[config.mk]
export PLATFORM = sky130hd
export DESIGN_NAME = nonce_buffer
export DESIGN_NICKNAME = d
export VERILOG_FILES = /design/src/rtl/bc_pkg.sv /design/src/rtl/nonce_buffer_mem.sv /design/src/rtl/nonce_buffer.sv
export SDC_FILE = /design/constraint.sdc
export NUM_CORES = 1
export LEC_CHECK = 0
export CAP_MARGIN = 5
export CORE_ASPECT_RATIO = 0.7
export CORE_MARGIN = 3
export CORE_UTILIZATION = 45
export DETAILED_ROUTE_END_ITERATION = 10
export GPL_ROUTABILITY_DRIVEN = 1
export PLACE_DENSITY = 0.7
export SYNTH_ARGS = -nofsm -noshare
export SYNTH_HDL_FRONTEND = slang
export SYNTH_HIERARCHICAL = 1
export SYNTH_SLANG_ARGS = --single-unit
[constraint.sdc]
create_clock -name clk -period 2.6 [get_ports clk]
set_clock_uncertainty 0.05 [all_clocks]
set_input_delay 0.78 -clock clk [delete_from_list [all_inputs] [get_ports clk]]
set_output_delay 0.78 -clock clk [all_outputs]
set_load 0.02 [all_outputs]
[src/rtl/bc_pkg.sv]
// bc_pkg: shared miner widths and the nonce type
package bc_pkg;
  localparam int NONCE_W = 32;
  typedef logic [NONCE_W-1:0] nonce_t;
endpackage

[src/rtl/nonce_buffer_mem.sv]
// nonce_buffer_mem: DEPTH x NONCE_W register array, sync write, async read
// ports: clk, rst_n, we/wr_addr/wr_data write port, rd_addr/rd_data read port
module nonce_buffer_mem
  import bc_pkg::*;
#(
  parameter int DEPTH   = 8,
  parameter int NONCE_W = bc_pkg::NONCE_W
) (
  input  logic                     clk,
  input  logic                     rst_n,
  input  logic                     we,
  input  logic [$clog2(DEPTH)-1:0] wr_addr,
  input  logic [NONCE_W-1:0]       wr_data,
  input  logic [$clog2(DEPTH)-1:0] rd_addr,
  output logic [NONCE_W-1:0]       rd_data
);
  logic [NONCE_W-1:0] mem [DEPTH];
  // cleared on reset so the fall-through head reads 0 straight out of reset
  always_ff @(posedge clk or negedge rst_n)
    if (!rst_n) for (int i = 0; i < DEPTH; i++) mem[i] <= '0;
    else if (we) mem[wr_addr] <= wr_data;
  assign rd_data = mem[rd_addr];
endmodule

[src/rtl/nonce_buffer.sv]
// nonce_buffer: non-stalling FIFO of golden nonces with drop counting and flush
// ports: clk, rst_n; wr_valid/wr_nonce from the miner; flush on new block;
//        rd_ready/rd_valid/rd_nonce to the reader; count, full, overflow,
//        drop_count status; clr_overflow clears overflow and drop_count
module nonce_buffer
  import bc_pkg::*;
#(
  parameter int DEPTH   = 8,
  parameter int NONCE_W = bc_pkg::NONCE_W,
  parameter int DROP_W  = 8
) (
  input  logic                       clk,
  input  logic                       rst_n,
  input  logic                       wr_valid,
  input  logic [NONCE_W-1:0]         wr_nonce,
  input  logic                       flush,
  input  logic                       rd_ready,
  output logic                       rd_valid,
  output logic [NONCE_W-1:0]         rd_nonce,
  output logic [$clog2(DEPTH+1)-1:0] count,
  output logic                       full,
  output logic                       overflow,
  output logic [DROP_W-1:0]          drop_count,
  input  logic                       clr_overflow
);
  localparam int AW = $clog2(DEPTH);
  localparam int CW = $clog2(DEPTH+1);
  if (DEPTH < 2 || (DEPTH & (DEPTH - 1)) != 0) begin : g_bad_depth
    $error("nonce_buffer: DEPTH must be a power of 2 and >= 2");
  end
  logic [AW-1:0] wr_ptr, rd_ptr;
  logic [CW-1:0] cnt_nxt;
  logic pop, push, drop;
  assign pop     = rd_valid & rd_ready;
  assign push    = wr_valid & (!full | pop);
  assign drop    = wr_valid & full & !pop;
  assign cnt_nxt = count + CW'(push) - CW'(pop);
  always_ff @(posedge clk or negedge rst_n)
    if (!rst_n) begin
      wr_ptr     <= '0;
      rd_ptr     <= '0;
      count      <= '0;
      rd_valid   <= 1'b0;
      full       <= 1'b0;
      overflow   <= 1'b0;
      drop_count <= '0;
    end else begin
      // flush overrides any same-cycle push/pop; status counters survive it
      wr_ptr   <= flush ? '0 : wr_ptr + AW'(push);
      rd_ptr   <= flush ? '0 : rd_ptr + AW'(pop);
      count    <= flush ? '0 : cnt_nxt;
      rd_valid <= !flush && cnt_nxt != '0;
      full     <= !flush && cnt_nxt == CW'(DEPTH);
      // a clear wins over a coincident drop; a write lost to flush is not a drop
      overflow   <= clr_overflow ? 1'b0 : overflow | (drop & !flush);
      drop_count <= clr_overflow ? '0 : drop_count + DROP_W'(drop & !flush & ~&drop_count);
    end
  nonce_buffer_mem #(.DEPTH(DEPTH), .NONCE_W(NONCE_W)) u_mem (
    .clk     (clk),
    .rst_n   (rst_n),
    .we      (push & !flush),
    .wr_addr (wr_ptr),
    .wr_data (wr_nonce),
    .rd_addr (rd_ptr),
    .rd_data (rd_nonce)
  );
endmodule

==> results of run 1 <==
routing by layer:
metal	vias to the layer above	global-route usage (%)	routed length (microns)
li1	3064	-	-
met4	2	3.052	391
met3	34	3.900	1339
met1	3810	28.64	13090
met2	140	27.73	12420
met5	-	0	13
kinds of logic (layout without fill, tap and decap cells):
group | after synthesis | in the layout | share of synthesized area (%)
AO/OA/AOI/OAI | 13 | 13 | 0.6029
XOR/XNOR | 7 | 7 | 0.4842
adder cells (fa/ha/maj) | 11 | 11 | 1.146
buffers and inverters | 58 | 186 | 2.737
flip-flops | 277 | 277 | 54.75
multiplexers | 352 | 352 | 38.19
AND/OR/NAND/NOR | 41 | 41 | 2.095
what timing repair did:
action | in CTS | in global routing
setup buffers | 8 | 0
setup endpoints to repair | 32 | 121
gates resized for setup | 255 | 16
pin swaps | 0 | 2
hold buffers | 0 | 0
cloned | 4 | 0
final cells by class:
type,count,share of cell area [%]
Inverter,7,0.1715
Clock inverter,7,0.2449
Sequential cell,277,45.27
Clock buffer,34,4.907
Multi-Input combinational cell,424,35.63
Timing Repair Buffer,138,10.80
Tap cell,364,2.972
worst max-delay path by stage:
| stage | start | endpoint | slack, ps | cells past startpoint |
|---|---|---|---|---|
| after floorplan | rd_ready | full | 10 | 9 |
| after global placement | rd_ready | full | -510 | 10 |
| after detailed placement | rd_ready | full | -560 | 10 |
| after CTS | rd_ptr[0] | rd_nonce[12] | -600 | 6 |
| after global routing | rd_ptr[0] | rd_nonce[9] | -590 | 6 |
| final | rd_ptr[0] | rd_nonce[9] | -540 | 6 |
placed cells by master (no fill, tap or decap), types with 2 or more instances in the layout:
| master | netlist | layout |
|---|---|---|
| a21oi_1 | 6 | 6 |
| o21ai_0 | 3 | 3 |
| nand4b_1 | 4 | 4 |
| nand3_1 | 4 | 4 |
| clkbuf_8 | 0 | 5 |
| clkbuf_16 | 0 | 27 |
| xnor2_1 | 4 | 4 |
| inv_1 | 7 | 7 |
| buf_8 | 0 | 2 |
| nand2_1 | 3 | 2 |
| nor2b_1 | 9 | 9 |
| mux2_1 | 9 | 9 |
| nor4bb_4 | 0 | 3 |
| or3_1 | 4 | 3 |
| buf_2 | 22 | 2 |
| clkinv_2 | 0 | 6 |
| buf_12 | 0 | 26 |
| dfrtp_1 | 277 | 274 |
| clkbuf_1 | 4 | 2 |
| clkdlybuf4s50_1 | 0 | 49 |
| nor2_1 | 8 | 8 |
| mux4_2 | 24 | 57 |
| ha_1 | 10 | 8 |
| nand4_1 | 3 | 3 |
| buf_4 | 12 | 21 |
| dlymetal6s2s_1 | 0 | 2 |
| mux2_4 | 0 | 30 |
| mux4_1 | 40 | 7 |
| dfrtp_2 | 0 | 2 |
| buf_6 | 7 | 35 |
| mux2_2 | 279 | 249 |
| xor2_1 | 3 | 2 |
stage by stage:
stage | cells | worst slack, ps | total power [mW] | TNS, ps
3_5_place_dp | 1201 | -564.0 | 10.85 | -116220
5_1_grt | 1251 | -592.9 | 15.85 | -16760
6_report | 1251 | -540.9 | 15.05 | -14550
2_1_floorplan | 759 | 10.59 | 9.067 | 0
3_3_place_gp | 1201 | -509.6 | 10.74 | -110480
4_1_cts | 1254 | -595.2 | 15.20 | -17130
power groups by stage:
stage	Sequential [mW]	Clock, mW	Combinational, mW
final	6.05	3.61	5.39
after global routing	6.20	3.89	5.77
after CTS	6.04	3.73	5.44
after detailed placement	6.09	0	4.76
after global placement	6.06	0	4.68
after floorplan	5.89	0	3.18
worst max-delay path, stage by stage, from the launching register on:
cell     delay, ps
dfrtp_4        510
buf_12         170
buf_12         140
buf_6          110
mux4_2         410
mux2_4         290
buf_6          130
flip-flops by register name, indices dropped and copies added, names as in the netlist:
| signal | count |
|---|---|
| count | 4 |
| full | 1 |
| overflow | 1 |
| drop_count | 8 |
| wr_ptr | 3 |
| u_mem/mem | 256 |
| rd_ptr | 3 |
| rd_valid | 1 |
==> results.ini, run 1 <==
[synthesis]
synth-edff-count = 0
yosysMostFrequentCell = mux2_2
synth_top_area_cell = dfrtp_1
synth_commonest_cells = mux2_2, dfrtp_1, mux4_1, mux4_2, buf_2
synth_area_leaders = dfrtp_1, mux2_2, mux4_1
syn_inst = 759
syn_area_sq_um = 12660
synth_seq_cells = 277
avgSynthCellArea_sq_um = 16.68
synth_nets = 808
yosysSeqAreaShare_pct = 54.75
synth.top_cell.area_share_pct = 54.75
async_flop_share_pct = 100.0
yosys_warnings = 6
synth_ff_type = dfrtp_1
yosysUniqueCellTypes = 33

[power]
p_leak_nw = 6.972
pwr-share-comb_pct = 35.8
vdd_drop_max_mv = 0.5178
sequentialPowerShare_pct = 40.2
p_int_mw = 10.77
sw_frac_of_total_pct = 28.44
p_clk_share_pct = 24.0
p_switching_mw = 4.279
power_density_nw_per_um2 = 981.9

[hold_path]
hp-class = input port to asynchronous set/reset pin

[cells_and_area]
regArea_sq_um = 6938
stdcell_area_sq_um = 15320
postLayoutCoreUtil_pct = 56.31
n_fill_cell = 2215
antennaDiodeCount = 0
layout-drive-gt1-share_pct = 53.89
nets = 924
area_growth_pct = 21.04
multi_input_area_sq_um = 5460

[worst_setup_path]
endpoint_kind = primary output
rr_startpoint = rd_valid
cp_max_fo = 6
crit_type = register to primary output
cp_data_arrival_time_ps = 2310
r2r_slack_ps = 250
rr_endpoint = full
rr_worst_depth = 9
required_ps = 1770
start_kind = register

[sta]
min_period_ps = 3141
whs_ps = 75.62
fin_crit_sh_pct = 120.8
max_slew.worst_pin.slew_ps = 460.3
hold_viol = 0
setup_ws_ps = -540.9
max_slew_margin_pct = 69.31
rsz0062_at_grt = yes
fmax_mhz = 318.4
slew_violations = 0
finalSetupViolations = 32

[route]
drcViolationCount = 0
wirelength_mm = 27.25
final_antenna_net_count = 0
firstDrtPassIters = 4
drt-initial-drc-count = 301
avgViaCountPerCell = 5.635
dr_total_vias = 7050
wl_per_cell_microns = 21.78

[clock_network]
worstSkewPairLatency_ps = 540
htree_levels = 1
numCtsBuffers = 27
path_clk_slew_ps = 60
clock_sinks = 277
cts_tree = done
cts_root_buffer = clkbuf_16
cts_buffer_depth = 3

[floorplan]
num_io_pins = 85
core_area_sq_um = 27210
start_util_pct = 46.52
rows = 50
die_area_sq_um = 30220
die_height_microns = 146.3
die_width_microns = 206.5

[flow_run]
maxCapViolations = 0

[placement]
numPortBuffers = 84
placed_area_sq_um = 14310
hpwl_mm = 16.06
gp_congestion = 0.7302

[global_routing]
grt-ovfl-total = 0
grtUsageTotal_pct = 18.58
grt_max_degree = 74
grt_pass1_vias = 7564
antenna_found_initial = 1
grt_pass1_wl_mm = 44.49

[outcome]
status = finished with violations
violations = setup timing

No activity file was read; power rests on OpenSTA's default activity.
==> run 2, diff against run 1 <==
Settings changed: CORE_UTILIZATION 45 to 50, GPL_TIMING_DRIVEN set to 0, PLACE_DENSITY 0.7 to 0.75.
==> results.ini, run 2 (synthesis results as in run 1) <==
[outcome]
status = finished with violations
violations = setup timing

[sta]
whs_ps = 156.8  ; +81.21 ps
hold_viol = 0  ; unchanged
max_slew.worst_pin.slew_ps = 614.0  ; +153.7 ps
rsz0062_at_grt = yes
min_period_ps = 3117  ; -24.12 ps
setup_ws_ps = -516.8  ; +24.12 ps
max_slew_margin_pct = 59.07  ; -10 points
slew_violations = 0  ; unchanged
fmax_mhz = 320.8  ; +0.77%
finalSetupViolations = 32  ; unchanged
fin_crit_sh_pct = 119.9  ; -0.93 points

[floorplan]
num_io_pins = 85  ; unchanged
core_area_sq_um = 24740  ; -9.1%
die_area_sq_um = 27300  ; -9.7%
rows = 48  ; -4.0%
die_height_microns = 139.1  ; -4.9%
die_width_microns = 196.2  ; -5.0%
start_util_pct = 51.17  ; +4.6 points

[worst_setup_path]
required_ps = 1770  ; about the same
path_cells = buf_12 -> buf_8 -> buf_12 -> mux4_2 -> mux2_4 -> buf_6
crit_type = register to primary output
cp_data_arrival_time_ps = 2290  ; -20 ps
endpoint_kind = primary output
slowest_stage = mux4_2
cp_max_fo = 5  ; -1
crit_top_cell = buf_12
start_kind = register
cpPeakStageDelay_ps = 500  ; about the same

[clock_network]
clock_sinks = 277  ; unchanged
path_clk_slew_ps = 60  ; about the same
hold_buffers = 0  ; unchanged
worstSkewPairLatency_ps = 520  ; -20 ps
cts_root_buffer = clkbuf_16
htree_levels = 1  ; unchanged
cts_buffer_depth = 3  ; unchanged
numCtsBuffers = 27  ; unchanged
cts_tree = done

[cells_and_area]
largest_reg_flops = 256  ; unchanged
layout_commonest_cell = dfrtp_1
stdcell_area_sq_um = 15310  ; about the same
regMostFlops = u_mem/mem
postLayoutCoreUtil_pct = 61.89  ; +5.6 points
top_regs = u_mem/mem: 256 flops, drop_count: 8 flops, count: 4 flops
area_growth_pct = 20.96  ; about the same
layout-drive-gt1-share_pct = 54.18  ; +0.29 points
final_cell_mix = dfrtp_1, mux2_2, mux4_2, clkdlybuf4s50_1, buf_6
nets = 940  ; +1.7%
antennaDiodeCount = 0  ; unchanged

[route]
wl_per_cell_microns = 22.72  ; +4.3%
final_antenna_net_count = 0  ; unchanged
firstDrtPassIters = 4  ; unchanged
dr_total_vias = 7138  ; +1.2%
drt-initial-drc-count = 423  ; +41%
drcViolationCount = 0  ; unchanged
avgViaCountPerCell = 5.780  ; +2.6%
wirelength_mm = 28.06  ; +3.0%

[placement]
hpwl_mm = 16.58  ; +3.3%
placed_area_sq_um = 13980  ; -2.3%
dp_slack_ps = -707.2  ; -143.2 ps
numPortBuffers = 83  ; -1.2%
gp_congestion = 0.7254  ; -0.66%

[power]
p_total_mw = 15.44  ; +2.6%
p_leak_nw = 7.039  ; +0.97%
vdd_drop_max_mv = 0.6918  ; +34%
power_density_nw_per_um2 = 1008  ; +2.7%

[global_routing]
antenna_found_initial = 0  ; -1
grt_pass1_wl_mm = 44.88  ; +0.87%
grt-ovfl-total = 0  ; unchanged
grt_pass1_vias = 7672  ; +1.4%
grtUsageTotal_pct = 20.91  ; +2.3 points
grt_max_degree = 120  ; +62%

[hold_path]
hp-class = input port to asynchronous set/reset pin

[flow_run]
maxCapViolations = 0  ; unchanged

-- run 2: worst paths after layout --
path,startpoint,to,slack (ps),depth (start not counted)
max,rd_ptr[0],rd_nonce[9],-520,6
min reg2reg,u_mem/mem[109],u_mem/mem[109],430,1
min in group clk,u_mem/mem[109],u_mem/mem[109],430,1
max reg2reg,rd_valid,full,250,9
min,rst_n,u_mem/mem[47],160,1
max in group asynchronous,rst_n,u_mem/mem[161],990,3
-- run 2: cell type report --
class / count / area [sq um]
clock buffers: 40 / 794.5
multi-input cells: 424 / 5415
fillers: 1836 / 9429
clock inverters: 8 / 115.1
flip-flops and latches: 277 / 6934
well taps: 325 / 406.6
plain buffers: 50 / 435.4
inverters: 7 / 26.28
repair buffers: 104 / 1187
-- run 2: stage by stage --
step / TNS, ps / instances
floorplan: 0 / 759
detailed placement: -179430 / 1169
CTS: -15880 / 1233
finish: -14650 / 1235
global placement: -3305450 / 1167
global route: -16790 / 1235
-- run 2: where the power goes --
group          switching [mW]  internal (mW)
sequential              0.596           5.44
combinational            2.10           3.31
clock                    1.60           2.40
-- run 2: repair_timing --
| action | 4_1_cts | 5_1_grt |
|---|---|---|
| pin swaps | 5 | 0 |
| endpoints found under the setup margin | 273 | 156 |
| gates cloned | 5 | 0 |
| gates resized for setup | 293 | 18 |
| setup buffers | 12 | 3 |
-- run 2: worst max-delay path, delay by kind of cell, from the launching register on --
kind | cells | cell delay [ps]
mux | 2 | 810
buf+inv | 4 | 550
flops | 1 | 400
-- run 2: routing by layer --
| layer | up-vias | GRT usage [%] | share of wire [%] |
|---|---|---|---|
| met1 | 3819 | 32.70 | 48 |
| met2 | 176 | 31.48 | 45 |
| met3 | 29 | 3.740 | 5.8 |
| met5 | - | 0 | 0 |
| met4 | 0 | 3.225 | 1.3 |
| li1 | 3114 | - | - |
